File: config.mk
export PLATFORM = sky130hd
export DESIGN_NAME = pow2_accum
export DESIGN_NICKNAME = d
export VERILOG_FILES = /design/src/rtl/pow2_pkg.sv /design/src/rtl/pow2_sat_add.sv /design/src/rtl/pow2_accum.sv
export SDC_FILE = /design/constraint.sdc
export NUM_CORES = 1
export LEC_CHECK = 0
export CAP_MARGIN = 20
export CORE_MARGIN = 10
export CORE_UTILIZATION = 37
export DETAILED_ROUTE_END_ITERATION = 7
export PLACE_DENSITY_LB_ADDON = 0.05
export SETUP_SLACK_MARGIN = 0.4
export SYNTH_ARGS = -nofsm -noshare
export SYNTH_HDL_FRONTEND = slang
export SYNTH_HIERARCHICAL = 1
export SYNTH_SLANG_ARGS = --single-unit
File: constraint.sdc
create_clock -name clk_i -period 4 [get_ports clk_i]
set_clock_uncertainty 0.15 [all_clocks]
set_input_delay 0.4 -clock clk_i [delete_from_list [all_inputs] [get_ports clk_i]]
set_output_delay 0.4 -clock clk_i [all_outputs]
set_load 0.03 [all_outputs]
File: src/rtl/pow2_pkg.sv
// -----------------------------------------------------------------------------
// pow2_pkg
// Shared types and default widths for the pow2 stage, the pow2_accum reducer
// and their benches.
//   accum_state_e : reducer FSM states (eIdle, eAccum, eDone)
//   POW2_WIDTH    : default element width from pow2
//   SUM_WIDTH     : default accumulator width
//   LEN_WIDTH     : default group-length width
// -----------------------------------------------------------------------------
package pow2_pkg;

    typedef enum logic [1:0] {
        eIdle  = 2'd0,
        eAccum = 2'd1,
        eDone  = 2'd2
    } accum_state_e;

    localparam int unsigned POW2_WIDTH = 32;
    localparam int unsigned SUM_WIDTH  = 40;
    localparam int unsigned LEN_WIDTH  = 8;

endpackage

File: src/rtl/pow2_sat_add.sv
// -----------------------------------------------------------------------------
// pow2_sat_add
// Combinational unsigned saturating adder: a_i + zero-extended b_i.
// Ports:
//   a_i   [sum_width_p-1:0] running sum
//   b_i   [width_p-1:0]     element to add (unsigned)
//   sum_o [sum_width_p-1:0] a_i + b_i, clamped to all ones on overflow
//   ovf_o                   carry out of the sum_width_p-bit add
// -----------------------------------------------------------------------------
module pow2_sat_add
    import pow2_pkg::*;
#(
    parameter int unsigned width_p     = POW2_WIDTH,
    parameter int unsigned sum_width_p = SUM_WIDTH
) (
    input  logic [sum_width_p-1:0] a_i,
    input  logic [width_p-1:0]     b_i,
    output logic [sum_width_p-1:0] sum_o,
    output logic                   ovf_o
);

    // One extra bit holds the carry; the MSB of the wide sum is the overflow.
    function automatic logic [sum_width_p:0] sat_add(
        input logic [sum_width_p-1:0] a,
        input logic [width_p-1:0]     b
    );
        logic [sum_width_p:0] wide;
        wide = (sum_width_p+1)'(a) + (sum_width_p+1)'(b);
        if (wide[sum_width_p]) begin
            sat_add = {1'b1, {sum_width_p{1'b1}}};
        end else begin
            sat_add = wide;
        end
    endfunction

    logic [sum_width_p:0] res;

    always_comb begin
        res   = sat_add(a_i, b_i);
        sum_o = res[sum_width_p-1:0];
        ovf_o = res[sum_width_p];
    end

endmodule

File: src/rtl/pow2_accum.sv
// -----------------------------------------------------------------------------
// pow2_accum
// Sums groups of len_i consecutive pow2 results into one saturating wide sum.
// Ports:
//   clk_i      clock, rising edge
//   reset_n_i  asynchronous active-low reset
//   len_i      group length, sampled on the first accept of a group (0 -> 1)
//   data_i     unsigned element
//   v_i        data_i/len_i valid
//   ready_o    element can be accepted this cycle
//   sum_o      group sum (saturating), valid with v_o
//   ovf_o      group sum saturated, valid with v_o
//   v_o        sum_o/ovf_o valid
//   yumi_i     consumer takes sum_o (only meaningful while v_o=1)
// -----------------------------------------------------------------------------
module pow2_accum
    import pow2_pkg::*;
#(
    parameter int unsigned width_p     = POW2_WIDTH,
    parameter int unsigned sum_width_p = SUM_WIDTH,
    parameter int unsigned len_width_p = LEN_WIDTH
) (
    input  logic                   clk_i,
    input  logic                   reset_n_i,
    input  logic [len_width_p-1:0] len_i,
    input  logic [width_p-1:0]     data_i,
    input  logic                   v_i,
    output logic                   ready_o,
    output logic [sum_width_p-1:0] sum_o,
    output logic                   ovf_o,
    output logic                   v_o,
    input  logic                   yumi_i
);

    accum_state_e           state_q, state_d;
    logic [sum_width_p-1:0] sum_q, sum_d;
    logic [len_width_p-1:0] cnt_q, cnt_d;
    logic                   ovf_q, ovf_d;

    logic [sum_width_p-1:0] add_sum;
    logic                   add_ovf;
    logic [len_width_p-1:0] leff;
    logic                   accept;

    pow2_sat_add #(
        .width_p     (width_p),
        .sum_width_p (sum_width_p)
    ) u_sat_add (
        .a_i   (sum_q),
        .b_i   (data_i),
        .sum_o (add_sum),
        .ovf_o (add_ovf)
    );

    // A zero length is treated as a one-element group.
    assign leff   = (len_i == '0) ? len_width_p'(1) : len_i;
    assign accept = v_i & ready_o;

    // State and datapath registers
    always_ff @(posedge clk_i or negedge reset_n_i) begin
        if (!reset_n_i) begin
            state_q <= eIdle;
            sum_q   <= '0;
            cnt_q   <= '0;
            ovf_q   <= 1'b0;
        end else begin
            state_q <= state_d;
            sum_q   <= sum_d;
            cnt_q   <= cnt_d;
            ovf_q   <= ovf_d;
        end
    end

    // Next-state and datapath update
    always_comb begin
        state_d = state_q;
        sum_d   = sum_q;
        cnt_d   = cnt_q;
        ovf_d   = ovf_q;
        unique case (state_q)
            eIdle: begin
                if (accept) begin
                    sum_d   = sum_width_p'(data_i);
                    ovf_d   = 1'b0;
                    cnt_d   = leff - len_width_p'(1);
                    state_d = (leff == len_width_p'(1)) ? eDone : eAccum;
                end
            end
            eAccum: begin
                if (accept) begin
                    sum_d = add_sum;
                    ovf_d = ovf_q | add_ovf;
                    cnt_d = cnt_q - len_width_p'(1);
                    if (cnt_q == len_width_p'(1)) begin
                        state_d = eDone;
                    end
                end
            end
            eDone: begin
                if (yumi_i) begin
                    state_d = eIdle;
                end
            end
            default: begin
                state_d = eIdle;
            end
        endcase
    end

    // Handshake outputs depend only on state and reset, never on v_i/yumi_i.
    always_comb begin
        ready_o = 1'b0;
        v_o     = 1'b0;
        unique case (state_q)
            eIdle, eAccum: ready_o = reset_n_i;
            eDone:         v_o     = 1'b1;
            default: begin
                ready_o = 1'b0;
                v_o     = 1'b0;
            end
        endcase
    end

    assign sum_o = sum_q;
    assign ovf_o = ovf_q;

endmodule
* Yosys cells after proc, flatten, opt, wreduce, memory -nomap -nowiden
Index checks and enable logic that the tools add are counted.
** Storage, ports and cells
- Register bits :: 51
- Bits of input ports :: 44
** Operators by class
- Reduce and logical (&&, ||, !) cells :: 6
- Bitwise logic cells :: 2
- Equality and inequality tests :: 8
- Multiplexer cells :: 19
- $add $sub $neg :: 3
** Operators with widths (number)
- 40-bit 2-to-1 mux :: 2
- 40-bit one-hot mux with 2 select lines :: 1
- 40-bit by 32-bit adder with 41-bit output :: 1
- 41-bit 2-to-1 mux :: 1
- 8-bit 2-to-1 mux :: 3
- 8-bit by 1-bit equality test with 1-bit output, second input constant :: 2
- 8-bit one-hot mux with 2 select lines :: 1
- 8-bit by 1-bit subtractor with 8-bit output, second input constant :: 2
- 2-bit 2-to-1 mux :: 5
- 8-bit zero test :: 1
- 2-bit inequality test, second input constant :: 4
- 2-bit one-hot mux with 3 select lines :: 1
- 1-bit 2-to-1 mux :: 4
- 4-bit AND reduction :: 1
- 3-bit AND reduction :: 1
- 2-bit by 1-bit equality test with 1-bit output, second input constant :: 1
- 2-bit equality test, second input constant :: 1
- 2-bit zero test :: 1
- 1-bit one-hot mux with 2 select lines :: 1
- 2-bit nonzero test :: 1
- 2-bit OR reduction :: 1
- 1-bit bitwise AND :: 1
- 1-bit OR :: 1

* Depth between registers and ports, before layout
Gate-level depths: netlist of run 1.
- Depth in word-level cells :: 6
- Depth in mapped cells :: 13
- Mapped depth without buffers :: 12

* Cells and area by module
The synthesis of run 1 kept the hierarchy.
** Modules (own cells, without submodules)
- pow2_accum :: cells an instance 303, times used 1, area each 2572.5 µm², seq. area each 1276.2 µm²
- pow2_sat_add :: cells an instance 315, times used 1, area each 2108.3 µm², seq. area each 0.0 µm²

* Worst setup path after synthesis of run 1
OpenSTA, ideal clock, no wires.
- Kind :: register -> register
- From :: register sum_q[0], in the netlist sum_o[0]
- To :: register sum_q[36], in the netlist sum_o[36]
- Buffers on the path :: 0
- Slack :: 909 ps
- Required time :: 3732 ps
- Arrival time :: 2823 ps
- Setup time :: 118 ps
- Clock period less this slack :: 3091 ps
- Stages on the path, launching flop included :: 13
- Path through :: dfrtp_1 -> ha_1 -> fa_1 -> a211o_1 -> a211oi_2 -> o21ba_2 -> nor4_4 -> o21ai_0 -> a21oi_1 -> o21ai_0 -> mux2_2 -> nand3_1 -> nand2_1
** Between the ends
- Longest elaborated chain between the ends :: 4
** RTL lines
- start, declared :: line pow2_accum.sv:36 : logic [sum_width_p-1:0] sum_q, sum_d;
- start signal, assigned :: line pow2_accum.sv:68 : sum_q <= sum_d;
- 40-bit by 32-bit adder with 41-bit output :: line pow2_sat_add.sv:28 : wide = (sum_width_p+1)'(a) + (sum_width_p+1)'(b);
- 41-bit 2-to-1 mux :: line pow2_sat_add.sv:29 : if (wide[sum_width_p]) begin
- via add_sum[36] :: line pow2_accum.sv:40 : logic [sum_width_p-1:0] add_sum;
- 40-bit 2-to-1 mux :: line pow2_accum.sv:90 : if (accept) begin
- 40-bit one-hot mux with 2 select lines :: line pow2_accum.sv:80 : unique case (state_q)
The timed path passes the listed nets, and every way through them passes these cells. The select of a mux whose other input is x is not followed.
A chain may end at the register's enable or synchronous reset.

* Worst setup path in the final report of run 1
- From :: input data_i[0]
- To :: register sum_q[38], in the netlist sum_o[38]
** Between the ends
- Longest elaborated chain between the ends :: 4
** RTL lines
- start, declared :: line pow2_accum.sv:26 : input logic [width_p-1:0] data_i,
- 40-bit by 32-bit adder with 41-bit output :: line pow2_sat_add.sv:28
- 41-bit 2-to-1 mux :: line pow2_sat_add.sv:29
- via add_sum[38] :: line pow2_accum.sv:40
- 40-bit 2-to-1 mux :: line pow2_accum.sv:90
- 40-bit one-hot mux with 2 select lines :: line pow2_accum.sv:80
The timed path passes the listed nets, and every way through them passes these cells. The select of a mux whose other input is x is not followed.

==> results of run 1 <==
-- stage by stage --
stage / util (%) / total power, mW / cells / hold slack (ps) / area (um2)
global placement: 45.1 / 4.21 / 853 / 92.2 / 5640
detailed placement: 45.1 / 4.23 / 853 / 90.7 / 5640
floorplan: - / 3.31 / 618 / -45.6 / 4680
finish: 46.4 / 4.69 / 863 / 301 / 5810
CTS: 46.4 / 4.73 / 862 / 307 / 5800
global route: 46.4 / 5.17 / 863 / 315 / 5810
-- critical path: cells and delay by family --
kind / cells / cell delay (ps)
AO/OA/AOI/OAI: 5 / 1230
adder cells (fa/ha/maj): 2 / 680
buffers and inverters: 2 / 720
AND/OR/NAND/NOR: 5 / 420
-- area by class of cell --
| cell class | instances | area share [%] |
|---|---|---|
| timing repair buffer | 95 | 15.9 |
| sequential | 51 | 22.0 |
| inverter | 12 | 0.775 |
| clock buffer | 5 | 2.15 |
| tap | 172 | 3.70 |
| clock inverter | 3 | 0.431 |
| multi-input combinational | 525 | 55.0 |
-- state kept, by name, summed over array words and instances, names as in the netlist --
register / cells
state_q: 2
cnt_q: 8
sum_o: 40
ovf_o: 1
-- cells in the mapped netlist (5+ instances only) --
cell,instances,area share (%)
a31oi_1,37,4.9
nand2b_1,5,0.67
o21ai_0,36,3.8
a21oi_1,46,4.9
a211oi_1,5,0.80
dfrtp_1,51,27
buf_2,23,2.5
inv_1,12,0.96
o21a_1,6,0.96
xnor2_1,16,3.0
and3_1,6,0.80
ha_1,36,9.6
a21o_1,13,2.1
nor3_1,8,0.86
nand4_1,5,0.67
nand2_1,136,11
xor2_1,11,2.1
nand3_1,21,2.2
nor2_1,60,4.8
nor2b_1,6,0.80
-- worst max path at each step --
stage	depth (start not counted)	to	startpoint	slack [ps]
floorplan	12	sum_o[36]	sum_o[0]	910
global placement	14	sum_o[38]	data_i[0]	370
detailed placement	14	sum_o[38]	data_i[0]	270
CTS	14	sum_o[38]	data_i[0]	580
global route	13	sum_o[20]	data_i[0]	400
finish	14	sum_o[38]	data_i[0]	630
-- power breakdown --
| part | total [mW] | switching [mW] | internal [mW] | leakage, nW |
|---|---|---|---|---|
| Sequential | 0.948 | 0.218 | 0.730 | 0.603 |
| Clock | 0.468 | 0.233 | 0.235 | 0.0700 |
| Combinational | 3.28 | 1.91 | 1.36 | 1.84 |
-- per-layer routing --
layer | track usage [%] | up-vias | share of wire (%) | wire length (um)
met1 | 20.3 | 2177 | 48 | 6580
met3 | 2.95 | 8 | 4.6 | 633
met5 | 0 | - | 0 | 0
met4 | 4.83 | 0 | 1.1 | 155
li1 | - | 2353 | - | -
met2 | 25.7 | 94 | 47 | 6430
-- logic make-up after synthesis --
kind of cell | after synthesis | share of synthesized area [%]
DFF | 51 | 27.3
and+or+nand+nor | 273 | 26.9
xor gates and xnor gates | 27 | 5.05
adders and majority gates | 37 | 10.1
AOI/OAI and AO/OA | 182 | 24.9
muxes | 6 | 1.39
buffers and inverters | 42 | 4.46
-- cells in the final DEF (no fill, tap or decap), drive strengths merged, types with 3 or more instances in the layout --
cell / n
a211oi: 9
a21o: 14
a21oi: 47
a31oi: 37
and2: 3
and3: 6
and4: 4
buf: 9
clkbuf: 5
clkdlybuf4s50: 85
dfrtp: 51
ha: 36
inv: 12
mux2: 4
nand2: 137
nand2b: 5
nand3: 21
nand4: 5
nor2: 61
nor2b: 6
nor3: 9
nor3b: 3
nor4: 3
o211a: 3
o211ai: 3
o21a: 6
o21ai: 40
o21bai: 4
xnor2: 16
xor2: 11
-- what timing repair did --
action | 4_1_cts | 5_1_grt
gates resized for setup | 0 | 0
setup endpoints to repair | 0 | 1
hold buffers | 1 | 0
setup buffers | 0 | 1
endpoints found under the hold margin | 3 | 0
==> results_dict.tcl, run 1 <==
set metrics [dict create \
    cp_common_cell "nand3_1" \
    seq_area_um2 1280 \
    synth_cells 618 \
    synth_area_per_cell_um2 7.57 \
    pre_cts_slack_ps 272 \
    slowest_stage "clkdlybuf4s50_1" \
    r2r-end "sum_o[38]" \
    end_kind "flip-flop" \
    via_per_inst 5.37 \
    layout-drive-gt1-share_pct 6.22 \
    grt_max_degree 51 \
    cellPowerDensity_nw_per_um2 808 \
    ant_nets 0 \
    clk_latency_ps 310 \
    dp_hpwl_mm 10.4 \
    synth_flop_cell "dfrtp_1" \
    max_stage_delay_ps 460 \
    leakagePower_nw 2.51 \
    synth_edf_count 0 \
    area_growth_pct 24.2 \
    rsz0062_at_grt "true" \
    clockBufferDepth 2 \
    slew_viol_final 0 \
    outcome "complete, no violations" \
    synth_nets 699 \
    ir_worst_vdd_mv 0.306 \
    initial_core_util_pct 37.4 \
    routed_wl_mm 13.8 \
    timing.final.crit_share_pct 84.3 \
    synth_cell_types 67 \
    tightest_slew_ps 897 \
    port_buffers 86 \
    cts.clk_slew.worst_paths_ps 80 \
    cts-buffers-inserted 5 \
    synthArstFlopShare_pct 100 \
    required_ps 4050 \
    fp-row-count 41 \
    critPathKind "in -> reg" \
    cap_violations 0 \
    coreArea_um2 12500 \
    die_area_um2 17500 \
    grt_overflow_total 0 \
    clock_sinks 51 \
    insertedDiodeCount 0 \
    vias 4632 \
    setup_ws_ps 626 \
    pin_count 87 \
    multi_input_area_um2 3200 \
    grt.total_usage_pct 15.7 \
    cts_root_buf "clkbuf_16" \
    post-route-drc-count 0 \
    yosys_warnings 6 \
    drt_iter0_markers 263 \
    die_h_um 132 \
    fin_nets 771 \
    grt_antenna_before_repair 0 \
    r2r_cells 13 \
    crit_fanout 16 \
    grt_first_pass_wirelength_mm 23.4 \
    globalplace.congestion 0.880 \
    cts_tree "done" \
    setup_viol 0 \
    hold_path.class "in -> async" \
    grt_pass1_vias 4608 \
    dieWidth_um 132 \
    wl_per_cell_um 16.0 \
    dr.pass1.iters 4 \
    fillers 1321 \
    tns_ps 0 \
    r2r_slack_ps 730 \
    synth.yosys.seq_area_share_pct 27.3 \
    crit_chain "clkdlybuf4s50_1, ha_1, fa_1, a211o_1, a211oi_2, o21ba_2, nor4_4, nor2_2, o31a_1, buf_4, nand3_1, o21a_1, nand3_1, nand2_1" \
    crit_path_start_kind "input port" \
    ys_ff_latch 51 \
    crit_arrival_ps 3420 \
    h-tree-depth 2 \
    syn-cell-area_um2 4680 \
    fmax_ghz 0.296 \
    reg2reg_from "sum_o[0]" \
    slew_headroom_pct 40.2 \
    layout_min_cycle_time_ps 3370 \
    hold_viol 0 \
]
Note: power is estimated with default switching activity, not from simulation.
==> inputs of run 2 (changes only) <==
Clock period 4 ns to 2.9 ns, I/O delays scaled along.
==> run 2 against run 1 <==
Compared with the run above: clock power increased by 54%; sequential cell count stayed put; first-iteration DRC count shrank 6.1%; wire length grew 4.5%; power rose by 62%; critical endpoint is now sum_o[13]; largest power group unchanged; highest routed layer unchanged.
==> results_dict.tcl, run 2 (synthesis gave the netlist of run 1 again) <==
set metrics [dict create \
    timing.final.crit_share_pct 99.2 \
    fmax_ghz 0.348 \
    layout_commonest_cell "nand2_1" \
    required_ps 2930 \
    crit_cells 13 \
    critPathKind "reg -> reg" \
    routed_wl_mm 14.4 \
    fp-row-count 41 \
    fillers 1246 \
    hold_path.class "in -> async" \
    crit_start "sum_o[0]" \
    dr.pass1.iters 6 \
    via_per_inst 5.16 \
    pre_cts_slack_ps -401 \
    clk_latency_ps 310 \
    r2r_cells 13 \
    drt_iter0_markers 247 \
    insertedDiodeCount 0 \
    pin_count 87 \
    r2r_slack_ps 20 \
    crit_chain "ha_4, fa_2, a211o_1, a211oi_2, o21ba_4, nor4_4, nor2_2, o31a_1, buf_4, inv_2, or2_4, nand2_1, a31oi_1" \
    largest_register_ffs 40 \
    cts.clk_slew.worst_paths_ps 80 \
    cts-buffers-inserted 5 \
    crit_path_start_kind "flip-flop" \
    layout_min_cycle_time_ps 2880 \
    clock_sinks 51 \
    grt_antenna_before_repair 0 \
    grt_max_degree 51 \
    wl_per_cell_um 15.2 \
    leakagePower_nw 2.96 \
    h-tree-depth 2 \
    grt.total_usage_pct 16.3 \
    crit_buf_inv 2 \
    cts_root_buf "clkbuf_16" \
    die_h_um 132 \
    outcome "complete, no violations" \
    cap_violations 0 \
    slowest_stage "dfrtp_2" \
    cts_tree "done" \
    post-route-drc-count 0 \
    dp_hpwl_mm 10.8 \
    clockBufferDepth 2 \
    crit_family "compound AO/OA/AOI/OAI gates" \
    layout-drive-gt1-share_pct 21.1 \
    fin_nets 858 \
    r2r-end "sum_o[13]" \
    end_kind "flip-flop" \
    vias 4898 \
    reg2reg_from "sum_o[0]" \
    grt_pass1_vias 4868 \
    multi_input_area_um2 3430 \
    setup_ws_ps 24.5 \
    cellPowerDensity_nw_per_um2 1130 \
    dieWidth_um 132 \
    hold_viol 0 \
    crit_path_end "sum_o[13]" \
    rsz0062_at_grt "true" \
    grt_first_pass_wirelength_mm 24.1 \
    crit_fanout 5 \
    setup_viol 0 \
    grt_overflow_total 0 \
    ant_nets 0 \
    area_growth_pct 43.9 \
    tightest_slew_ps 681 \
    slew_headroom_pct 54.6 \
    die_area_um2 17500 \
    final_core_utilization_pct 53.8 \
    crit_arrival_ps 2900 \
    globalplace.congestion 0.834 \
    most-common-layout-cells "nand2_1, buf_4, clkdlybuf4s50_1, nor2_1, dfrtp_1" \
    max_stage_delay_ps 420 \
    seq_area_um2 1290 \
    slew_viol_final 0 \
    initial_core_util_pct 37.4 \
    port_buffers 86 \
    ir_worst_vdd_mv 0.551 \
    coreArea_um2 12500 \
]
run 2: through the flow:
step / power (mW) / area, um2 / TNS (ps) / std cells / hold slack, ps
floorplan: 4.73 / 4850 / 0 / 618 / -156
global placement: 6.72 / 6440 / -12160 / 938 / -39.2
detailed placement: 6.76 / 6440 / -13830 / 938 / -34.9
CTS: 7.57 / 6650 / -94.8 / 948 / 235
global route: 8.32 / 6740 / -2640 / 950 / 238
finish: 7.61 / 6740 / 0 / 950 / 262
run 2: cell type report:
class / count / area share [%]
clock buffers: 5 / 1.86
well taps: 172 / 3.19
clock inverters: 3 / 0.650
flip-flops and latches: 51 / 19.1
multi-input cells: 525 / 50.9
inverters: 12 / 0.669
repair buffers: 182 / 23.6
run 2: report_power, final:
part | total, mW | leakage [nW] | switching [mW] | internal (mW)
clock | 0.719 | 0.0838 | 0.310 | 0.409
sequential | 1.33 | 0.595 | 0.312 | 1.02
combinational | 5.56 | 2.28 | 2.88 | 2.68
total | 7.61 | 2.96 | 3.51 | 4.11
run 2: routing by layer:
layer | wire length (um) | share of wire [%] | GRT usage [%]
met1 | 6710 | 47 | 20.3
met2 | 6950 | 48 | 27.6
met3 | 631 | 4.4 | 3.97
met4 | 125 | 0.87 | 4.10
met5 | 0 | 0 | 0
run 2: repair_timing:
| action | 4_1_cts | 5_1_grt |
|---|---|---|
| hold buffers | 1 | 0 |
| resized for setup | 9 | 14 |
| buffers inserted | 1 | 2 |
| endpoints found under the hold margin | 1 | 0 |
| endpoints found under the setup margin | 41 | 41 |
| pin swaps | 4 | 7 |
run 2: how the worst min path moves through the flow:
stage,from,to,slack [ps],depth (start not counted)
after detailed placement,reset_n_i,state_q[1],-30,1
after CTS,reset_n_i,state_q[1],240,2
after global routing,reset_n_i,state_q[1],240,2
final,reset_n_i,state_q[1],260,2
after floorplan,reset_n_i,cnt_q[0],-160,0
after global placement,reset_n_i,state_q[1],-40,1
run 2: worst reg2reg max path: cells and delay by family, from the launching register on:
kind / cells / cell delay [ps]
buffers and inverters: 2 / 210
and+or+nand+nor: 4 / 440
adders and majority gates: 2 / 520
AOI/OAI and AO/OA: 5 / 990
DFF: 1 / 420
